## config.mk

```make
export PLATFORM = sky130hd
export DESIGN_NAME = cla_pipe_addsub
export DESIGN_NICKNAME = d
export VERILOG_FILES = /design/src/rtl/cla_pkg.sv /design/src/rtl/cla_blk.sv /design/src/rtl/cla_pipe_addsub.sv
export SDC_FILE = /design/constraint.sdc
export NUM_CORES = 1
export LEC_CHECK = 0
export BUFFER_PORTS_ARGS = -buffer_cell sky130_fd_sc_hd__buf_2
export CORE_AREA = 4 4 187 189
export CTS_CLUSTER_SIZE = 8
export DETAILED_ROUTE_END_ITERATION = 6
export DIE_AREA = 0 0 191 193
export PLACE_DENSITY = 0.41
export SYNTH_ARGS = -nofsm -noshare
export SYNTH_HDL_FRONTEND = slang
export SYNTH_SLANG_ARGS = --single-unit
```

## constraint.sdc

```tcl
create_clock -name clk -period 7.4 [get_ports clk]
set_input_delay 1.11 -clock clk [delete_from_list [all_inputs] [get_ports clk]]
set_output_delay 1.11 -clock clk [all_outputs]
set_load 0.02 [all_outputs]
```

## src/rtl/cla_pkg.sv

```systemverilog
// Shared constants for the pipelined carry-lookahead adder/subtractor:
// operation encoding and default geometry.
package cla_pkg;

  localparam logic OP_ADD = 1'b0;
  localparam logic OP_SUB = 1'b1;

  localparam int CLA_WIDTH  = 32;
  localparam int CLA_BLK    = 4;
  localparam int CLA_STAGES = 4;

  // Maps the op code onto "invert operand B"; unknown codes fall back to add.
  function automatic logic op_invert(input logic op);
    unique case (op)
      OP_ADD:  return 1'b0;
      OP_SUB:  return 1'b1;
      default: return 1'b0;
    endcase
  endfunction

endpackage

```

## src/rtl/cla_blk.sv

```systemverilog
// One BLK-bit carry-lookahead block: every internal carry is a flat
// sum of products of bit generate/propagate terms and the block carry-in.
module cla_blk
  import cla_pkg::*;
#(
  parameter int BLK = CLA_BLK
) (
  input  logic [BLK-1:0] a,
  input  logic [BLK-1:0] b,
  input  logic           cin,
  output logic [BLK-1:0] sum,
  output logic           cout,
  output logic           p,
  output logic           g
);

  logic [BLK-1:0] pb;
  logic [BLK-1:0] gb;
  logic [BLK-1:0] c;
  logic           term;

  assign pb = a ^ b;
  assign gb = a & b;

  always_comb begin
    c    = '0;
    g    = 1'b0;
    p    = 1'b1;
    term = 1'b0;
    // c[i] = cin & p[i-1:0]  |  OR_j ( g[j] & p[i-1:j+1] )
    for (int i = 0; i < BLK; i++) begin
      term = cin;
      for (int j = 0; j < i; j++) term = term & pb[j];
      c[i] = term;
      for (int j = 0; j < i; j++) begin
        term = gb[j];
        for (int m = j + 1; m < i; m++) term = term & pb[m];
        c[i] = c[i] | term;
      end
    end
    for (int j = 0; j < BLK; j++) begin
      term = gb[j];
      for (int m = j + 1; m < BLK; m++) term = term & pb[m];
      g = g | term;
      p = p & pb[j];
    end
  end

  assign sum  = pb ^ c;
  assign cout = g | (p & cin);

endmodule

```

## src/rtl/cla_pipe_addsub.sv

```systemverilog
// Pipelined add/subtract: each stage resolves G lookahead blocks and hands
// its carry, finished low sum bits and remaining high operand bits onward.
module cla_pipe_addsub
  import cla_pkg::*;
#(
  parameter int WIDTH  = CLA_WIDTH,
  parameter int BLK    = CLA_BLK,
  parameter int STAGES = CLA_STAGES
) (
  input  logic             clk,
  input  logic             rst,
  input  logic             in_valid,
  output logic             in_ready,
  input  logic [WIDTH-1:0] a,
  input  logic [WIDTH-1:0] b,
  input  logic             cin,
  input  logic             sub,
  output logic             out_valid,
  input  logic             out_ready,
  output logic [WIDTH-1:0] sum,
  output logic             cout,
  output logic             ovf,
  output logic             zero
);

  localparam int NBLK = WIDTH / BLK;
  localparam int G    = NBLK / STAGES;
  localparam int SW   = G * BLK;

  if ((WIDTH % BLK) != 0 || WIDTH < 8 || STAGES < 1 || STAGES > NBLK || (NBLK % STAGES) != 0)
  begin : g_bad_params
    $error("cla_pipe_addsub: illegal WIDTH/BLK/STAGES combination");
  end

  // Stage k inputs; index 0 is the port side, index k>0 is stage k-1's register.
  logic [WIDTH-1:0]  st_a   [STAGES];
  logic [WIDTH-1:0]  st_b   [STAGES];
  logic [WIDTH-1:0]  st_s   [STAGES];
  logic              st_c   [STAGES];
  logic              st_sub [STAGES];
  logic [STAGES-1:0] vld_q;
  logic [STAGES-1:0] v_in;
  logic [STAGES-1:0] adv;

  assign st_a[0]   = a;
  assign st_b[0]   = b;
  assign st_s[0]   = '0;
  assign st_c[0]   = cin;
  assign st_sub[0] = op_invert(sub);

  // Handshake: a beat moves across a rising edge when valid && ready are both
  // high; ready is derived from downstream occupancy only, never from valid.
  assign in_ready  = adv[0];
  assign out_valid = vld_q[STAGES-1];

  always_ff @(posedge clk) begin
    if (rst) begin
      vld_q <= '0;
    end else begin
      for (int k = 0; k < STAGES; k++) begin
        if (adv[k]) vld_q[k] <= v_in[k];
      end
    end
  end

  for (genvar k = 0; k < STAGES; k++) begin : g_stage
    localparam int LO = k * SW;

    logic [SW-1:0]    bsum;
    logic             co [G];
    logic             bp [G];
    logic             bg [G];
    logic             cc [G+1];
    logic             grp_g;
    logic             grp_p;
    logic             c_out;
    logic [WIDTH-1:0] s_next;

    // A stage moves when it, or any stage after it, has a free slot.
    assign adv[k] = out_ready | ~(&vld_q[STAGES-1:k]);

    if (k == 0) begin : g_vin_first
      assign v_in[k] = in_valid;
    end else begin : g_vin_next
      assign v_in[k] = vld_q[k-1];
    end

    assign cc[0] = st_c[k];

    for (genvar gi = 0; gi < G; gi++) begin : g_blk
      logic [BLK-1:0] bx;
      assign bx = st_b[k][LO + gi*BLK +: BLK] ^ {BLK{st_sub[k]}};

      cla_blk #(.BLK(BLK)) u_blk (
        .a    (st_a[k][LO + gi*BLK +: BLK]),
        .b    (bx),
        .cin  (cc[gi]),
        .sum  (bsum[gi*BLK +: BLK]),
        .cout (co[gi]),
        .p    (bp[gi]),
        .g    (bg[gi])
      );

      assign cc[gi+1] = co[gi];
    end

    // Stage carry-out from the group P/G so it does not wait on the block ripple.
    always_comb begin
      grp_g = 1'b0;
      grp_p = 1'b1;
      for (int i = 0; i < G; i++) begin
        grp_g = bg[i] | (bp[i] & grp_g);
        grp_p = grp_p & bp[i];
      end
      c_out = grp_g | (grp_p & st_c[k]);
    end

    always_comb begin
      s_next            = st_s[k];
      s_next[LO +: SW]  = bsum;
    end

    if (k < STAGES - 1) begin : g_mid
      localparam logic [WIDTH-1:0] HI_MASK = {WIDTH{1'b1}} << ((k + 1) * SW);

      logic [WIDTH-1:0] a_q;
      logic [WIDTH-1:0] b_q;
      logic [WIDTH-1:0] s_q;
      logic             c_q;
      logic             sub_q;

      always_ff @(posedge clk) begin
        if (rst) begin
          a_q   <= '0;
          b_q   <= '0;
          s_q   <= '0;
          c_q   <= 1'b0;
          sub_q <= 1'b0;
        end else if (adv[k] && v_in[k]) begin
          a_q   <= st_a[k] & HI_MASK;
          b_q   <= st_b[k] & HI_MASK;
          s_q   <= s_next;
          c_q   <= c_out;
          sub_q <= st_sub[k];
        end
      end

      assign st_a[k+1]   = a_q;
      assign st_b[k+1]   = b_q;
      assign st_s[k+1]   = s_q;
      assign st_c[k+1]   = c_q;
      assign st_sub[k+1] = sub_q;
    end else begin : g_last
      logic [WIDTH-1:0] sum_q;
      logic             cout_q;
      logic             ovf_q;
      logic             zero_q;
      logic             msb_cin;

      // Carry into the MSB recovered from the MSB's own sum bit.
      assign msb_cin = st_a[k][WIDTH-1] ^ st_b[k][WIDTH-1] ^ st_sub[k] ^ s_next[WIDTH-1];

      always_ff @(posedge clk) begin
        if (rst) begin
          sum_q  <= '0;
          cout_q <= 1'b0;
          ovf_q  <= 1'b0;
          zero_q <= 1'b0;
        end else if (adv[k] && v_in[k]) begin
          sum_q  <= s_next;
          cout_q <= c_out;
          ovf_q  <= msb_cin ^ c_out;
          zero_q <= (s_next == '0);
        end
      end

      assign sum  = sum_q;
      assign cout = cout_q;
      assign ovf  = ovf_q;
      assign zero = zero_q;
    end
  end

endmodule

```

# After elaboration in Yosys (flattened, before gate mapping)
# Index checks and enable logic that the tools add are counted.
# Widths: inputs -> output; s select.
[word_totals] regBits=189 in_bits=70 out_inout_bits=37
[classes] n_mux=1 bitwise=241 reduce_logical=8
[ops] op="$and 1x1->1" n=112
[ops] op="$xor 4x4->4" n=24
[ops] op="$or 1x1->1" n=88
[ops] op="$and 4x4->4" n=8
[ops] op="$logic_not 32->1" n=1
[ops] op="$not 1->1" n=5
[ops] op="$logic_and 1x1->1" n=4
[ops] op="$reduce_and 4->1" n=1
[ops] op="$xor 1x1->1" n=4
[ops] op="$reduce_and 3->1" n=1
[ops] op="$pmux 1 s2" n=1
[ops] op="$reduce_and 2->1" n=1

# Logic depth before layout (Yosys ltp)
[logic_depth] ltp_word=18 mapped_depth=13 ltp_nobuf=12

# Cells and area by module
# From an unflattened synthesis, not the netlist that was laid out.
[unflattened] hier_cells=1064 area_unflattened_um2=8383.0
[by_module_without_submodules] module="cla_pipe_addsub" n_inst=1 cells_each=876 area_per_inst_um2=6884.1 seq_area_each_um2=3783.6
[by_module_without_submodules] module="cla_blk at g_stage[1].g_blk[1].u_blk ..." n_inst=3 cells_each=25 area_per_inst_um2=191.4 seq_area_each_um2=0.0
[by_module_without_submodules] module="cla_blk at g_stage[0].g_blk[0].u_blk ..." n_inst=3 cells_each=21 area_per_inst_um2=178.9 seq_area_each_um2=0.0
[by_module_without_submodules] module="cla_blk at g_stage[2].g_blk[0].u_blk ..." n_inst=2 cells_each=25 area_per_inst_um2=193.9 seq_area_each_um2=0.0

# Worst setup path after synthesis
# OpenSTA, ideal clock, no wires.
[synth_path] kind="input-to-reg" startpoint="in sub" endpoint="reg g_stage[0].g_mid.s_q[7]" t_arrival_ps=3623 required_ps=7268 slack_ps=3644 path_stages=13 path_buffers=1 path_cell_list="clkbuf_1 xor2_1 ha_1 a21o_1 a21o_1 a21o_1 a21o_1 ha_1 o21a_1 o21a_1 or3_1 nand3_1 a21oi_1"
[synth_via] elab_chain_cells=18 word_cells_on_any_way=32 classes_between="mux: 1; bitwise: 31"
[synth_lines] element="start, declared" line_no="cla_pipe_addsub.sv:17" text="input logic sub,"
[synth_lines] element="$not 1->1"
[synth_lines] element="$pmux 1 s2 (*)" line_no="cla_pkg.sv:14" text="unique case (op)"
[synth_lines] element="$xor 4x4->4" line_no="cla_pipe_addsub.sv:92" text="assign bx = st_b[k][LO + gi*BLK +: BLK] ^ {BLK{st_sub[k]}};"
[synth_lines] element="$and 4x4->4 / $xor 4x4->4 (equally long branches)" line_no="cla_blk.sv:23, cla_blk.sv:22"
[synth_lines] element="$and 1x1->1 (3 in series)" line_no="cla_blk.sv:43" text="for (int m = j + 1; m < BLK; m++) term = term & pb[m];"
[synth_lines] element="$or 1x1->1 (3 in series)" line_no="cla_blk.sv:44" text="g = g | term;"
[synth_lines] element="$or 1x1->1" line_no="cla_blk.sv:50" text="assign cout = g | (p & cin);"
[synth_lines] element="$and 1x1->1 (3 in series)" line_no="cla_blk.sv:33" text="for (int j = 0; j < i; j++) term = term & pb[j];"
[synth_lines] element="$or 1x1->1 (3 in series)" line_no="cla_blk.sv:38" text="c[i] = c[i] | term;"
[synth_lines] element="$xor 4x4->4 (*)" line_no="cla_blk.sv:49" text="assign sum = pb ^ c;"
[synth_lines] element="end signal, assigned" line_no="cla_pipe_addsub.sv:142" text="s_q <= s_next;"
[synth_lines] element="end, declared" line_no="cla_pipe_addsub.sv:128" text="logic [WIDTH-1:0] s_q;"
# Mark *: on every way between the ends. The rest lies on a longest branch, timed or not.
# A chain may end at the register's enable or synchronous reset.

# Worst setup path after layout
# Same ends and word-level chain as after synthesis.

==> summary.md <==
| Metric | Value |
|---|---|
| Synth warnings | 0 |
| Post-route minimum period | 3.33 ns |
| Worst setup path start | sub |
| I/O pin count | roughly 110 |
| Syn_nets | 1131 |
| P&R area growth vs syn | 18.5% |
| Ratio of cells with drive above 1 in the final layout | 14.5% |
| Sequential share of the synthesized area | 45.9% |
| Leakage Power | 4.05 nW |
| Ant diodes | 0 |
| Worst hold margin | 0.451 ns |
| Worst path required time | 7.68 ns |
| Die X | approximately 190 µm |
| Sequential power share | between 40% and 50% |
| Die height | 193 µm |
| Reg2Reg Launch Point | g_stage[2].g_mid.sub_q$_SDFFE_PP0P_ |
| Most common cell after layout, fill and taps aside | nand2_1 |
| Routed Antenna Nets | 0 |
| CTS Sinks | 189 |
| Nets | around 1200 |
| Gp weighted congestion | 0.727 |
| Arrival time worst endpoint | approximately 3.6 ns |
| Worst reg2reg endpoint | zero$_SDFFE_PP0P_ |
| Global route hottest layer | met1 |
| Total congestion overflow | 0 |
| Met3 global-route usage | 2.38% |
| Mapped Cells | 1013 |
| Worst-skew pair later-pin latency | 0.43 ns |
| Synth top area share | 45.9% |
| Post-route clock period utilization | 45.0% |
| Worst setup path class | in2reg |
| Fmax | between 300 and 400 MHz |
| Max-slew violations | 0 |
| PortBufs | around 110 |
| Core Area | 33300 µm² |
| Clock tree from TritonCTS | yes |
| Clock power frac | 43.9% |
| Gate power share | 8.7% |
| Die Area | 36900 µm² |
| Place WS | 3.61 ns |
| Initial antenna violation count | 1 |
| Drc violations | 0 |
| Clock Path Buffers | 2 |
| FILL cells | 3666 |
| Post-CTS sizing | 0 |
| Critical Path Sink | g_stage[0].g_mid.s_q[7]$_SDFFE_PP0P_ |
| CP max FO | 9 |
| Synth Cell Area | 8250 µm² |
| Final Hold Vio Count | 0 |
| Switch share | 25.5% |
| Hold Buf Count CTS | 0 |
| Power per cell area | ~230 nW/µm² |
| Placed cells | 1510 |
| Routed WL | 21.2 mm |
| Internal | 1.69 mW |
| Commonest cells after routing, fill and taps aside | nand2_1, dfxtp_1, a21oi_1, buf_2, ha_1 |
| Post-synth top flop | dfxtp_1 |
| CTS clk-pin slew, worst paths | around 0.080 ns |
| Hold WC Path Type | reg2reg |
| Met2 GRT Util | 17.1% |
| TritonRoute pass-1 iters | 6 |
| Max_cap viols | 0 |
| Via density | 4.26 |
| Final Non-Filler Cells | 1542 |
| # Post-CTS Setup Buffers | 0 |
| Avg Cell Area, Syn | roughly 8 µm² |
| CP Capture Type | register |
| Gr usage total | 11.8% |
| Clk_skew | between 0.009 and 0.01 ns |
| GR Util met1 | approximately 18% |
| #FFs+latches synth | about 190 |
| Setup TNS | 0 ns |
| Initial core utilization | 24.8% |
| Detailed Route Iter0 Violations | 298 |
| Flop2flop setup slack | 4.11 ns |
| Num CTS Buffers | 17 |
| Synth area leaders | dfxtp_1, nand2_1, a21oi_1 |
| Row cnt | 67 |
| Relative slew slack | 26.5% |
| Final setup vio count | 0 |
| EDFF count, synth | 0 |
| Number of global-route vias before repair | about 6600 |
| Drt wl/cell | between 10 and 15 µm |
| Worst reg2reg path depth | 12 |
| Unrepaired setup endpoints after global routing | false |
| Peak VDD IR | around 0.16 mV |
| CTS root buf | clkbuf_16 |
| Post-DP HPWL | between 10 and 15 mm |
| Synth area leader | dfxtp_1 |
| Worst Setup Start Kind | input port |
| Routed vias | ~6600 |
| Setup ws final | 4.07 ns |
| Worst-Margin Slew | roughly 1.1 ns |
| Pin count of the biggest net entering global routing | 108 |
| NetSw | approximately 0.58 mW |
| Unique cell type count in the Yosys netlist | 42 |
| Status | finished clean |
| Async set-reset flop share out of synthesis | 0% |
| First-pass GRT wire length | around 35 mm |
| CTS HTree Levels | 4 |
[cell families after synthesis]
logic type	synth area share (%)
XOR/XNOR	4.84
flip-flops	45.9
multiplexers	0.364
buffers and inverters	3.97
AO/OA/AOI/OAI	16.8
AND/OR/NAND/NOR	20.2
adder cells (fa/ha/maj)	8.01
[flip-flops by register name, indices dropped and copies added (netlist names)]
register / flops
g_stage.g_mid.c_q: 3
g_stage.g_mid.a_q: 48
ovf: 1
g_stage.g_mid.b_q: 48
cout: 1
zero: 1
g_stage.g_mid.sub_q: 3
vld_q: 4
g_stage.g_mid.s_q: 48
sum: 32
[worst min-delay path by stage]
stage,to,slack (ns),depth (start not counted),start
6_report,sum[31]$_SDFFE_PP0P_,0.45,2,sum[31]$_SDFFE_PP0P_
5_1_grt,g_stage[0].g_mid.s_q[5]$_SDFFE_PP0P_,0.47,2,g_stage[0].g_mid.s_q[5]$_SDFFE_PP0P_
4_1_cts,g_stage[1].g_mid.a_q[30]$_SDFFE_PP0P_,0.45,2,g_stage[0].g_mid.a_q[30]$_SDFFE_PP0P_
3_5_place_dp,sum[31]$_SDFFE_PP0P_,0.44,2,sum[31]$_SDFFE_PP0P_
3_3_place_gp,g_stage[1].g_mid.a_q[19]$_SDFFE_PP0P_,0.44,2,g_stage[0].g_mid.a_q[19]$_SDFFE_PP0P_
2_1_floorplan,g_stage[1].g_mid.a_q[24]$_SDFFE_PP0P_,0.43,2,g_stage[0].g_mid.a_q[24]$_SDFFE_PP0P_
[cells in the mapped netlist (2+ instances only)]
cell type and n:
nor3_1 14, o21ai_0 9, mux2i_1 3, nor2_1 20, a41oi_1 3, buf_2 16, buf_1 7, fa_1 8
a21oi_1 179, and2_1 5, dfxtp_1 189, a211o_1 3, a211oi_1 10, xnor2_1 10, or3_1 9, nand3_1 9
nand2_1 334, o2111ai_1 3, nor4_2 3, inv_2 3, a21o_1 16, o21ai_1 2, o22ai_1 3, inv_1 12
xor2_1 33, o21a_1 15, ha_1 40, clkbuf_1 41
[critical path, stage by stage]
cell and delay [ns]:
buf_2 0.22, xor2_1 0.26, ha_1 0.30, a21o_1 0.19, a21o_1 0.17, a21o_1 0.18, a21o_1 0.20, ha_1 0.18
o21a_1 0.17, o21a_1 0.18, or3_1 0.30, nand3_1 0.08, a21oi_1 0.08
[layer usage]
layer  wire length (µm)  vias up
li1                   -     3507
met1              11800     2960
met2               8340       91
met3                798       15
met4                244        2
met5                 13        -
[stage by stage]
stage / total power, mW / utilization [%] / cell area, µm²
final: 2.26 / 29.4 / 9770
after CTS: 2.31 / 29.4 / 9770
after global routing: 2.38 / 29.4 / 9770
after global placement: 1.30 / 27.5 / 9140
after detailed placement: 1.30 / 27.5 / 9140
after floorplan: 1.23 / - / 8250
[cell type report]
type                       count  area, µm²  area share [%]
clock buffer                  18        439            4.49
clock inverter                14        194            1.98
inverter                      15       56.3           0.576
multi-input combinational    744       4140            42.4
sequential                   189       3780            38.7
tap                          448        561            5.73
timing repair buffer         114        597            6.11
[power by group through the flow]
stage | Combinational [mW] | Sequential (mW) | Clock, mW
after floorplan | 0.142 | 1.09 | 0
after global placement | 0.201 | 1.10 | 0
after detailed placement | 0.202 | 1.10 | 0
after CTS | 0.203 | 1.07 | 1.03
after global routing | 0.228 | 1.08 | 1.07
final | 0.197 | 1.07 | 0.992
Note: power is estimated with default switching activity, not from simulation.
